## src/rtl/irq_pkg.sv

```systemverilog
// Shared definitions for the priority interrupt controller.
// Holds the line count, id width and FSM state encoding.
package irq_pkg;

    localparam int unsigned N_IRQ = 8;
    localparam int unsigned ID_W  = 3;

    typedef enum logic {
        IDLE    = 1'b0,
        PRESENT = 1'b1
    } state_t;

endpackage

```

## src/rtl/irq_prio_enc8.sv

```systemverilog
// Combinational 8-to-3 priority encoder: reports the highest set index.
// The any flag is high when at least one input bit is set.
module irq_prio_enc8
    import irq_pkg::*;
(
    input  logic [7:0] in_vec,
    output logic [2:0] id,
    output logic       any
);

    // Ascending scan so the highest set bit is the last one written.
    always_comb begin
        id  = '0;
        any = |in_vec;
        for (int unsigned i = 0; i < 8; i++) begin
            if (in_vec[i]) begin
                id = i[2:0];
            end
        end
    end

endmodule

```

## src/rtl/priority_irq_ctrl.sv

```systemverilog
// Priority interrupt controller with sticky pending bits and a
// two-state present/acknowledge handshake. Line 7 has highest priority.
// Optional feature: define IRQ_MASK_EN to add the per-line mask input.
module priority_irq_ctrl
    import irq_pkg::*;
#(
    parameter int unsigned N_IRQ = irq_pkg::N_IRQ,
    parameter int unsigned ID_W  = irq_pkg::ID_W
) (
    input  logic             clk,
    input  logic             rst,
    input  logic [N_IRQ-1:0] req,
`ifdef IRQ_MASK_EN
    input  logic [N_IRQ-1:0] mask,
`endif
    input  logic             irq_ack,
    output logic             irq_valid,
    output logic [ID_W-1:0]  irq_id,
    output logic [N_IRQ-1:0] pending
);

    state_t           state_q, state_d;
    logic [N_IRQ-1:0] req_q, req_d;
    logic [N_IRQ-1:0] pending_q, pending_d;
    logic             irq_valid_q, irq_valid_d;
    logic [ID_W-1:0]  irq_id_q, irq_id_d;

    logic [N_IRQ-1:0] enabled;
    logic [N_IRQ-1:0] rise;
    logic [N_IRQ-1:0] ack_clr_vec;
    logic             ack_clr;
    logic [ID_W-1:0]  enc_id;
    logic             enc_any;

`ifdef IRQ_MASK_EN
    assign enabled = mask;
`else
    assign enabled = '1;
`endif

    irq_prio_enc8 u_enc (
        .in_vec (pending_q & enabled),
        .id     (enc_id),
        .any    (enc_any)
    );

    // Edge detection and sticky pending: a new rising edge wins over an ack clear.
    always_comb begin
        req_d       = req;
        rise        = req & ~req_q;
        ack_clr_vec = '0;
        if (ack_clr) begin
            ack_clr_vec[irq_id_q] = 1'b1;
        end
        pending_d = (pending_q & ~ack_clr_vec) | rise;
    end

    // Next-state and output logic: load the winner in IDLE, hold it until ack in PRESENT.
    always_comb begin
        state_d     = state_q;
        irq_valid_d = irq_valid_q;
        irq_id_d    = irq_id_q;
        ack_clr     = 1'b0;
        case (state_q)
            IDLE: begin
                irq_valid_d = 1'b0;
                if (enc_any) begin
                    irq_id_d    = enc_id;
                    irq_valid_d = 1'b1;
                    state_d     = PRESENT;
                end
            end
            PRESENT: begin
                if (irq_ack) begin
                    ack_clr     = 1'b1;
                    irq_valid_d = 1'b0;
                    state_d     = IDLE;
                end
            end
            default: begin
                state_d     = IDLE;
                irq_valid_d = 1'b0;
            end
        endcase
    end

    // State registers with synchronous active-high reset.
    always_ff @(posedge clk) begin
        if (rst) begin
            state_q     <= IDLE;
            req_q       <= '0;
            pending_q   <= '0;
            irq_valid_q <= 1'b0;
            irq_id_q    <= '0;
        end else begin
            state_q     <= state_d;
            req_q       <= req_d;
            pending_q   <= pending_d;
            irq_valid_q <= irq_valid_d;
            irq_id_q    <= irq_id_d;
        end
    end

    assign irq_valid = irq_valid_q;
    assign irq_id    = irq_id_q;
    assign pending   = pending_q;

endmodule

```

## config.mk

```make
export PLATFORM = sky130hd
export DESIGN_NAME = priority_irq_ctrl
export DESIGN_NICKNAME = d
export VERILOG_FILES = /design/src/rtl/irq_pkg.sv /design/src/rtl/irq_prio_enc8.sv /design/src/rtl/priority_irq_ctrl.sv
export SDC_FILE = /design/constraint.sdc
export NUM_CORES = 1
export LEC_CHECK = 0
export CAP_MARGIN = 15
export CORE_MARGIN = 2
export CORE_UTILIZATION = 50
export DETAILED_ROUTE_END_ITERATION = 16
export DONT_BUFFER_PORTS = 1
export PLACE_DENSITY = 0.75
export SLEW_MARGIN = 20
export SYNTH_ARGS = -nofsm -noshare
export SYNTH_HDL_FRONTEND = slang
export SYNTH_HIERARCHICAL = 1
export SYNTH_SLANG_ARGS = --single-unit
```

## constraint.sdc

```tcl
create_clock -name clk -period 1.3 [get_ports clk]
set_input_delay 0.13 -clock clk [delete_from_list [all_inputs] [get_ports clk]]
set_output_delay 0.13 -clock clk [all_outputs]
set_load 0.02 [all_outputs]
```

== After elaboration in Yosys (flattened, before gate mapping) ==
Cells that the tools add are included.

* Bits of input ports: 11
* Output and inout port bits: 12
* Bits in registers: 21

* Mux-type cells: 17
* Eq/ne operators: 1
* Order comparisons: 2
* Bitwise gates (word level): 6
* Reduce and logical (&&, ||, !) cells: 3

{| class="wikitable"
|+ Operators by type and width
! cell !! number
|-
| $and A8 B8 Y8 || 2
|-
| $not A8 Y8 || 2
|-
| $mux W3 || 4
|-
| $mux W8 || 1
|-
| $or A8 B8 Y8 || 1
|-
| $reduce_or A8 Y1 || 1
|-
| $mux W1 || 7
|-
| $lt A3 B4 Y1 const B || 1
|-
| $mux W2 || 2
|-
| $pmux W1 S2 || 2
|-
| $demux W1 S3 || 1
|-
| $ge A3 B1 Y1 const B || 1
|-
| $ne A2 B2 Y1 const B || 1
|-
| $reduce_and A2 Y1 || 1
|-
| $logic_and A1 B1 Y1 || 1
|-
| $not A1 Y1 || 1
|}

== Longest topological paths before layout ==
* Word-level depth: 8
* Gate-level depth with buffers: 6
* Depth with buffers taken out: 5

== Modules after synthesis ==
Netlist, hierarchy kept.

{| class="wikitable"
|+ Modules (own cells, without submodules)
! module !! cells an instance !! area each (um2) !! instances
|-
| priority_irq_ctrl || 71 || 738.2 || 1
|-
| irq_prio_enc8 || 12 || 66.3 || 1
|}

== Worst setup path after synthesis ==
Ideal clock, no wire load.

* Path kind: reg2reg
* Start: register pending_q[6] (netlist: pending[6])
* End: register irq_valid_q (netlist: irq_valid)
* Setup slack: -0.035 ns
* Data required time: 1.185 ns
* Arrival time: 1.221 ns
* Setup time: 0.115 ns
* Stages on the path, launching flop included: 7
* Path through: dfxtp_1 nor2_1 nand4_1 nor2b_2 buf_6 o21ba_4 o21a_1

* Longest elaborated chain between the ends: 3

{| class="wikitable"
|+ RTL lines
! item !! RTL line !! source
|-
| start: declaration || priority_irq_ctrl.sv:24 || <nowiki>logic [N_IRQ-1:0] pending_q, pending_d;</nowiki>
|-
| start signal: assignment || priority_irq_ctrl.sv:98 || <nowiki>pending_q <= pending_d;</nowiki>
|-
| $reduce_or A8 Y1 || irq_prio_enc8.sv:14 || <nowiki>any = |in_vec;</nowiki>
|-
| net enc_any || priority_irq_ctrl.sv:33 || <nowiki>logic enc_any;</nowiki>
|-
| $mux W1 || priority_irq_ctrl.sv:67 || <nowiki>if (enc_any) begin</nowiki>
|-
| $pmux W1 S2 || priority_irq_ctrl.sv:64 || <nowiki>case (state_q)</nowiki>
|-
| end signal: assignment || priority_irq_ctrl.sv:99 || <nowiki>irq_valid_q <= irq_valid_d;</nowiki>
|-
| end: declaration || priority_irq_ctrl.sv:25 || <nowiki>logic irq_valid_q, irq_valid_d;</nowiki>
|}

The timed path passes the listed nets, and every way through them passes these cells.
A chain may end at the register's enable or synchronous reset.

==> results.cfg <==
[status]
status = finished, final reports clean

[floorplan]
rows = 14
die_x_um = 44.11
die-area_mm2 = 0.001946
start_util = 0.5341
core_area_mm2 = 0.001506
ios = 23
die_h_um = 44.11

[worst_setup_path]
r2r-end = irq_valid$_SDFFE_PP0P_
crit_fanout = 20
endpoint = irq_valid$_SDFFE_PP0P_
reg2regPathDepth = 5
worstPathRequired_ps = 1520
worstReg2RegStart = pending[2]$_SDFF_PP0_
worstPathCellList = dlygate4sd3_1 > o21ba_4 > o21a_1
crit_type = in2reg
end_kind = register
critPathLaunch = rst
cp-start-kind = input pin
r2r_slack_ps = 160
worst_path_largest_cell_delay_ps = 1010
crit_slowest_cell = dlygate4sd3_1
cp_data_arrival_time_ps = 1470

[route]
ant_nets = 0
drt-initial-drc-count = 7
routed_wl_mm = 1.641
viasPerCell = 5.294
drc = 0
routedWlPerCell_um = 13.79
first_pass_iters = 4
vias = 630

[synth]
synthFlopType = dfxtp_1
syn_nets = 94
yosys-top-cells-area = dfxtp_1, nand2b_1, nor2b_1, a21oi_1, mux2i_1
yosys_register_bits = 21
synth_top_area_share = 0.5226
synth_area_per_cell_um2 = 9.693
async_flop_share = 0
synth_area_um2 = 804.5
netlist-cell-type-count = 21
synthCells = 83
synth-seq-area-share = 0.5226
synth_edf_count = 0
yosys_warnings = 6
synth_area_leader_cell = dfxtp_1

[global_route]
grt_max_degree = 21
grt_pass1_wl_mm = 2.691
grt_usage = 0.1969
overflow = 0
antenna_found_initial = 0
grt_pass1_vias = 649

[layout]
drive_gt1_frac = 0.2136
syn2layout_area_growth_pct = 24.88
antenna_cells = 0
final_design_area_no_fill_mm2 = 0.001005
final_cell_mix = dfxtp_1, nand2b_1, buf_4
layout_commonest_cell = dfxtp_1
final_nets = 115

[cts]
clockBufferDepth = 2
cts-root-buf = clkbuf_4
clock_sinks = 21
post-cts-setup-buffer-count = 0
cts.clk_slew.worst_paths_ps = 120
clkLatencyLatePin_ps = 310
cts_tree = yes
numCtsBuffers = 3
htreeDepth = 1

[timing]
relSlewSlack = 0.5134
grt_setup_unrepaired = no
period_share = 0.9601
skew_ps = 5.241
finalHoldViolations = 0
finalSetupViolCount = 0
period_needed_ps = 1248
setup_tns_ps = 0
slew_violations = 0
max_freq_mhz = 801.2
max_slew.worst_pin.slew_ps = 727.5

[placed_design]
io_buffer_count = 0
dp_hpwl_mm = 1.102
gp_congestion = 0.8186
dpl_cell_area_um2 = 883.3

[min_path]
min_path_type = in2reg

[pwr]
p_per_area_mw_per_mm2 = 1324
p_leak_nw = 0.4178
ir_worst_vdd_mv = 0.9388

[flow_run]
max_cap_viol_count = 0
where the power goes:
group	total (W)	switching, W	internal [W]
Sequential	0.000749	0.0000518	0.000698
Combinational	0.000259	0.000134	0.000125
Clock	0.000322	0.000202	0.000120
metrics by stage:
stage,hold WS [ps],power (W),std cells,util,worst slack [ps]
5_1_grt,52.25,0.001391,119,0.6669,0.4557
2_1_floorplan,258.2,0.0009291,83,-,8.576
4_1_cts,51.56,0.001335,119,0.6636,62.16
6_report,56.67,0.001331,119,0.6669,51.89
3_5_place_dp,197.6,0.0009880,106,0.5864,94.21
3_3_place_gp,194.4,0.0009819,106,0.5864,145.3
critical path, delay by kind of cell:
kind            cells  cell delay, ps
buf+inv             1            1010
compound gates      2             330
synthesized netlist by cell type, types with 2 or more instances:
| cell | count |
|---|---|
| a21oi_1 | 9 |
| buf_2 | 2 |
| dfxtp_1 | 21 |
| mux2i_1 | 3 |
| nand2_1 | 2 |
| nand2b_1 | 10 |
| nor2_1 | 7 |
| nor2b_1 | 8 |
| nor2b_2 | 2 |
| o21ai_0 | 6 |
| o31ai_1 | 3 |
worst min path at each step:
stage                 start                    end  slack, ps  cells past startpoint
floorplan            req[0]    req_q[0]$_SDFF_PP0_        260                      1
global placement        rst  pending[6]$_SDFF_PP0_        190                      1
detailed placement      rst  pending[4]$_SDFF_PP0_        200                      1
CTS                 irq_ack     state_q$_SDFF_PP0_         50                      2
global route        irq_ack     state_q$_SDFF_PP0_         50                      2
finish              irq_ack     state_q$_SDFF_PP0_         60                      2
final cells by class:
cell class,instances,area [um2]
multi-input combinational,57,362.8
fill,133,501.7
tap,16,20.02
sequential,21,422.9
clock buffer,4,26.28
timing repair buffer,19,165.2
inverter,2,7.507
per-layer routing:
metal	global-route usage	up-vias	part of all wire
li1	-	319	-
met1	0.2088	292	0.45
met2	0.3206	14	0.46
met3	0.06122	5	0.054
met4	0.1576	0	0.030
met5	0	-	0
flip-flops by register name (all words and copies together), names as in the netlist:
register and flops:
pending 8, irq_valid 1, req_q 8, irq_id 3, state_q 1
kinds of logic (layout without fill, tap and decap cells):
logic type,after synthesis,in the layout,share of synthesized area
flops,21,21,0.5225
compound gates,22,22,0.1773
buf+inv,5,25,0.03576
mux,3,3,0.03733
simple gates,32,32,0.2271
timing repair:
item / CTS / global route
endpoints found under the setup margin: 0 / 2
gates resized for setup: 0 / 1
hold endpoints to repair: 20 / 0
hold buffers: 9 / 0
Note: power is estimated with default switching activity, not from simulation.
